### src/rtl/uart_bus_dump.sv
// Reads WORD_COUNT bus words from BASE_ADDR upward and streams them out of tx_pin as 8N1 UART frames.
// Define UART_DUMP_HEX_EN to send each word as eight ASCII hex characters followed by CR LF instead of four raw bytes.
module uart_bus_dump #(
  parameter int unsigned  CLKS_PER_BIT = 5625,
  parameter int unsigned  WORD_COUNT   = 4,
  parameter logic [13:0]  BASE_ADDR    = 14'h0041
) (
  input  logic        clk,
  input  logic        rst_n,
  input  logic        start,
  output logic        busy,
  output logic        done,
  output logic        bus_req,
  output logic        bus_use,
  input  logic        bus_available,
  input  logic        fulfilled,
  output logic [13:0] bus_address,
  output logic [7:0]  bus_control,
  input  logic [31:0] bus_datao,
  output logic        tx_pin
);

  localparam logic [2:0] IDLE = 3'd0;
  localparam logic [2:0] REQ  = 3'd1;
  localparam logic [2:0] USE  = 3'd2;
  localparam logic [2:0] SEND = 3'd3;
  localparam logic [2:0] DONE = 3'd4;

  localparam logic [15:0] BAUD_LAST = 16'(CLKS_PER_BIT - 1);
  localparam logic [7:0]  IDX_LAST  = 8'(WORD_COUNT - 1);
  localparam logic [3:0]  STOP_BIT  = 4'd9;
`ifdef UART_DUMP_HEX_EN
  localparam logic [3:0]  LAST_FRAME = 4'd9;
`else
  localparam logic [3:0]  LAST_FRAME = 4'd3;
`endif

  logic [2:0]  state_r;
  logic [31:0] word_r;
  logic [15:0] baud_r;
  logic [3:0]  bit_r;
  logic [3:0]  frame_r;
  logic [7:0]  idx_r;
  logic [13:0] addr_r;
  logic        busy_r, done_r, req_r, use_r, tx_r;
  logic [7:0]  frame_byte_s;
  logic        next_bit_s;

`ifdef UART_DUMP_HEX_EN
  function automatic logic [7:0] hex_char(input logic [3:0] nib);
    if (nib < 4'd10) hex_char = 8'h30 + {4'h0, nib};
    else             hex_char = 8'h37 + {4'h0, nib};
  endfunction
`endif

  // Bit position 0 is the start bit, 1..8 the data LSB first, 9 the stop bit.
  function automatic logic frame_bit(input logic [7:0] data, input logic [3:0] pos);
    logic [3:0] k;
    k = pos - 4'd1;
    if (pos == 4'd0)          frame_bit = 1'b0;
    else if (pos >= STOP_BIT) frame_bit = 1'b1;
    else                      frame_bit = data[k[2:0]];
  endfunction

  // Character carried by the frame currently on the line.
  always_comb begin
    frame_byte_s = 8'h00;
`ifdef UART_DUMP_HEX_EN
    case (frame_r)
      4'd0:    frame_byte_s = hex_char(word_r[31:28]);
      4'd1:    frame_byte_s = hex_char(word_r[27:24]);
      4'd2:    frame_byte_s = hex_char(word_r[23:20]);
      4'd3:    frame_byte_s = hex_char(word_r[19:16]);
      4'd4:    frame_byte_s = hex_char(word_r[15:12]);
      4'd5:    frame_byte_s = hex_char(word_r[11:8]);
      4'd6:    frame_byte_s = hex_char(word_r[7:4]);
      4'd7:    frame_byte_s = hex_char(word_r[3:0]);
      4'd8:    frame_byte_s = 8'h0D;
      4'd9:    frame_byte_s = 8'h0A;
      default: frame_byte_s = 8'h00;
    endcase
`else
    case (frame_r)
      4'd0:    frame_byte_s = word_r[31:24];
      4'd1:    frame_byte_s = word_r[23:16];
      4'd2:    frame_byte_s = word_r[15:8];
      4'd3:    frame_byte_s = word_r[7:0];
      default: frame_byte_s = 8'h00;
    endcase
`endif
    next_bit_s = frame_bit(frame_byte_s, bit_r + 4'd1);
  end

  // Dump sequencer; tx_pin is loaded one bit ahead so the line changes exactly on bit boundaries.
  always_ff @(posedge clk or negedge rst_n) begin
    if (!rst_n) begin
      state_r <= IDLE;
      word_r  <= 32'h0000_0000;
      baud_r  <= 16'd0;
      bit_r   <= 4'd0;
      frame_r <= 4'd0;
      idx_r   <= 8'd0;
      addr_r  <= BASE_ADDR;
      busy_r  <= 1'b0;
      done_r  <= 1'b0;
      req_r   <= 1'b0;
      use_r   <= 1'b0;
      tx_r    <= 1'b1;
    end else begin
      case (state_r)
        IDLE: begin
          if (start) begin
            state_r <= REQ;
            idx_r   <= 8'd0;
            addr_r  <= BASE_ADDR;
            busy_r  <= 1'b1;
            req_r   <= 1'b1;
          end
        end
        REQ: begin
          if (bus_available) begin
            state_r <= USE;
            req_r   <= 1'b0;
            use_r   <= 1'b1;
          end
        end
        USE: begin
          if (fulfilled) begin
            state_r <= SEND;
            word_r  <= bus_datao;
            use_r   <= 1'b0;
            baud_r  <= 16'd0;
            bit_r   <= 4'd0;
            frame_r <= 4'd0;
            tx_r    <= 1'b0;
          end
        end
        SEND: begin
          if (baud_r != BAUD_LAST) begin
            baud_r <= baud_r + 16'd1;
          end else begin
            baud_r <= 16'd0;
            if (bit_r != STOP_BIT) begin
              bit_r <= bit_r + 4'd1;
              tx_r  <= next_bit_s;
            end else if (frame_r != LAST_FRAME) begin
              frame_r <= frame_r + 4'd1;
              bit_r   <= 4'd0;
              tx_r    <= 1'b0;
            end else begin
              frame_r <= 4'd0;
              bit_r   <= 4'd0;
              tx_r    <= 1'b1;
              if (idx_r == IDX_LAST) begin
                state_r <= DONE;
                done_r  <= 1'b1;
              end else begin
                state_r <= REQ;
                idx_r   <= idx_r + 8'd1;
                addr_r  <= addr_r + 14'd1;
                req_r   <= 1'b1;
              end
            end
          end
        end
        DONE: begin
          state_r <= IDLE;
          done_r  <= 1'b0;
          busy_r  <= 1'b0;
        end
        default: begin
          state_r <= IDLE;
          busy_r  <= 1'b0;
          done_r  <= 1'b0;
          req_r   <= 1'b0;
          use_r   <= 1'b0;
          tx_r    <= 1'b1;
        end
      endcase
    end
  end

  assign busy        = busy_r;
  assign done        = done_r;
  assign bus_req     = req_r;
  assign bus_use     = use_r;
  assign bus_address = addr_r;
  assign bus_control = 8'h00;
  assign tx_pin      = tx_r;

endmodule

### config.mk
export PLATFORM = sky130hd
export DESIGN_NAME = uart_bus_dump
export DESIGN_NICKNAME = d
export VERILOG_FILES = /design/src/rtl/uart_bus_dump.sv
export SDC_FILE = /design/constraint.sdc
export NUM_CORES = 1
export LEC_CHECK = 0
export CAP_MARGIN = 20
export CORE_MARGIN = 2
export CORE_UTILIZATION = 30
export CTS_CLUSTER_DIAMETER = 120
export DETAILED_ROUTE_END_ITERATION = 6
export GPL_ROUTABILITY_DRIVEN = 0
export PLACE_DENSITY = 0.53
export SKIP_LAST_GASP = 1
export SYNTH_ARGS = -nofsm -noshare
export SYNTH_HDL_FRONTEND = slang
export SYNTH_SLANG_ARGS = --single-unit
### constraint.sdc
create_clock -name clk -period 3.7 [get_ports clk]
set_clock_uncertainty 0.15 [all_clocks]
set_input_delay 0.74 -clock clk [delete_from_list [all_inputs] [get_ports clk]]
set_output_delay 0.74 -clock clk [all_outputs]
set_load 0.1 [all_outputs]
==> results_dict.tcl <==
set metrics [dict create \
    setup_viol 0 \
    grt_pass1_vias 3620 \
    worstRegToRegCells 6 \
    fin_nets 572 \
    synthArstFlopShare 1.00 \
    cts.path.max_buffers 2 \
    cts_tree "yes" \
    hold_ws_ns 0.298 \
    syn_inst 474 \
    power_density_mw_per_mm2 792 \
    r2r_end "bus_address[13]" \
    slew_violations 0 \
    antenna_found_initial 0 \
    met1Wirelength_mm 5.21 \
    vias 3797 \
    n_fill_cell 1470 \
    critPathCaptureType "flop" \
    io_buffers 55 \
    synth_enable_flop_cells 0 \
    rows 45 \
    synth_area_leaders "dfrtp_1 45%, mux2_2 8.1%, o21ai_0 5.8%, a21oi_1 3.3%, nand2_1 3.0%" \
    drcViolationCount 0 \
    netlist_area_mm2 0.00458 \
    path_max_fanout 11 \
    worst_ep_required_time_ns 3.83 \
    syn-mean-instance-area_um2 9.66 \
    path_cells "or4b_1, or4_4, nor3_4, nand4_1, or4b_1, nand3_1" \
    ff2ff_setup_slack_ns 0.62 \
    dpl_cell_area_mm2 0.00527 \
    top_layer "met4" \
    clock_latency_ns 0.35 \
    cpPeakStageDelay_ns 0.62 \
    cts.sinks 86 \
    hold_viol_final 0 \
    yosysTopAreaCell "dfrtp_1" \
    avgRoutedWirePerCell_um 15.2 \
    dp_hpwl_mm 7.64 \
    cp-start-kind "flop" \
    drtPass1Iterations 4 \
    ys_ff_latch 86 \
    synth_top_cell_area_share 0.453 \
    ff_latch_area_mm2 0.00216 \
    arrival_ns 3.22 \
    wl_met2_mm 4.95 \
    ant_nets 0 \
    die_area_mm2 0.0163 \
    status "finished clean" \
    grt_max_degree 57 \
    first_iter_violations 280 \
    multiInputGateArea_mm2 0.00224 \
    ys.warnings.count 0 \
    clk_pin_slew_ns 0.06 \
    wirelength_mm 10.9 \
    timing.fmax_mhz 324 \
    yosysSeqAreaShare 0.471 \
    die_x_um 128 \
    grt_usage 0.144 \
    drive_gt1_frac 0.157 \
    root_buffer "clkbuf_16" \
    hold_path.class "in -> async" \
    worstSetupStartpoint "baud_r[2]" \
    initial_utilization 0.305 \
    crit_top_cell "or4b_1" \
    critical_path_class "reg -> reg" \
    ir_worst_vdd_uv 259 \
    finalSetupTns_ns 0 \
    final_cell_area_mm2 0.00560 \
    io-pin-count 64 \
    rsz0062_at_grt "false" \
    p_leak_uw 0.00234 \
    synth_ff_type "dfrtp_1" \
    via_per_inst 5.30 \
    maxCapViolations 0 \
    min_period_ns 3.08 \
    slew-limit-headroom 0.350 \
    fp.dieH_um 128 \
    grt_overflow 0 \
    grt_pass1_wl_mm 18.8 \
    crit_end "bus_address[13]" \
    area_growth_pct 22.2 \
    synth_cell_types 55 \
    cts_setup_buffers 0 \
    coreArea_mm2 0.0150 \
    antenna_cells 0 \
    h-tree-depth 3 \
    slowest_stage "or4b_1" \
    cts_made_buffers 9 \
    met3WireLength_um 524 \
    worstMarginPinSlew_ns 0.972 \
    timing.rr.start "baud_r[2]" \
    finalPower_uw 4440 \
    fin_crit_sh 0.834 \
    cts-resized-gates 0 \
    ctsHoldBuffers 0 \
]
==> per-stage QoR <==
stage                      util  std cells  setup slack (ns)
after floorplan               -        481             0.897
after global placement    0.351        700             0.684
after detailed placement  0.351        700             0.656
after CTS                 0.372        716             0.644
after global routing      0.372        717             0.295
final                     0.372        717             0.616
==> sequential cells by signal, summed over array words and instances (netlist names) <==
signal	cells
frame_r	4
state_r	3
baud_r	16
tx_pin	1
idx_r	8
busy	1
done	1
bus_req	1
bit_r	4
word_r	32
bus_address	14
bus_use	1
==> cell usage in the layout, fill, tap and decap left out, types with 6 or more instances in the layout <==
cell | netlist | final
dfrtp_1 | 83 | 83
o21ai_0 | 53 | 52
clkdlybuf4s50_1 | 0 | 41
nand2_1 | 37 | 37
mux2_2 | 33 | 33
nor2_1 | 31 | 31
a21oi_1 | 30 | 30
buf_4 | 8 | 23
nand3_1 | 17 | 17
inv_1 | 16 | 16
a22oi_1 | 16 | 16
ha_1 | 11 | 11
nand2b_1 | 9 | 9
clkbuf_16 | 0 | 9
and3_1 | 8 | 8
nand4_1 | 8 | 8
o211ai_1 | 8 | 8
conb_1 | 1 | 8
or4_1 | 7 | 7
nor3_1 | 6 | 6
==> area by class of cell <==
| type | count | area share |
|---|---|---|
| clock buffer | 11 | 0.0416 |
| clock inverter | 5 | 0.0147 |
| inverter | 16 | 0.0107 |
| multi-input combinational | 346 | 0.399 |
| sequential | 86 | 0.385 |
| tap | 188 | 0.0420 |
| timing repair buffer | 65 | 0.107 |
==> kinds of logic (layout without fill, tap and decap cells) <==
logic type               after synthesis  after routing  synth area share
AO/OA/AOI/OAI                        136            136             0.181
XOR/XNOR                               3              3           0.00574
adder cells (fa/ha/maj)               11             11            0.0300
buffers and inverters                 49             97            0.0470
flip-flops                            86             86             0.471
multiplexers                          34             34            0.0833
other                                  1              8          0.000819
AND/OR/NAND/NOR                      154            154             0.181
==> where the power goes <==
group	internal [µW]	leakage (µW)	switching [µW]
clock	595	0.000154	389
sequential	1250	0.00111	277
combinational	695	0.00108	1230
total	2540	0.00234	1900
==> worst max-delay path: cells and delay by family (launching register included) <==
kind	cells	cell delay (ns)
DFF	1	0.43
and+or+nand+nor	6	2.45
==> layer usage <==
metal | track usage | vias to the layer above
li1 | - | 1815
met1 | 0.204 | 1884
met2 | 0.210 | 81
met3 | 0.0293 | 17
met4 | 0.0718 | 0
met5 | 0 | -
==> synth_stat cells, types with 8 or more instances <==
| cell | number |
|---|---|
| a21oi_1 | 30 |
| a22oi_1 | 16 |
| and3_1 | 8 |
| buf_4 | 8 |
| clkbuf_1 | 21 |
| dfrtp_1 | 83 |
| ha_1 | 11 |
| inv_1 | 16 |
| mux2_2 | 33 |
| nand2_1 | 37 |
| nand2b_1 | 9 |
| nand3_1 | 17 |
| nand4_1 | 8 |
| nor2_1 | 31 |
| o211ai_1 | 8 |
| o21ai_0 | 53 |
==> worst min path at each step <==
stage          startpoint        end  slack, ns
4_1_cts             rst_n  baud_r[4]       0.34
3_3_place_gp    baud_r[7]  baud_r[7]       0.32
6_report            rst_n   idx_r[0]       0.30
5_1_grt             rst_n  baud_r[4]       0.38
3_5_place_dp    baud_r[7]  baud_r[7]       0.33
2_1_floorplan       rst_n  baud_r[0]       0.29
Power figures use the tool's default switching activity.
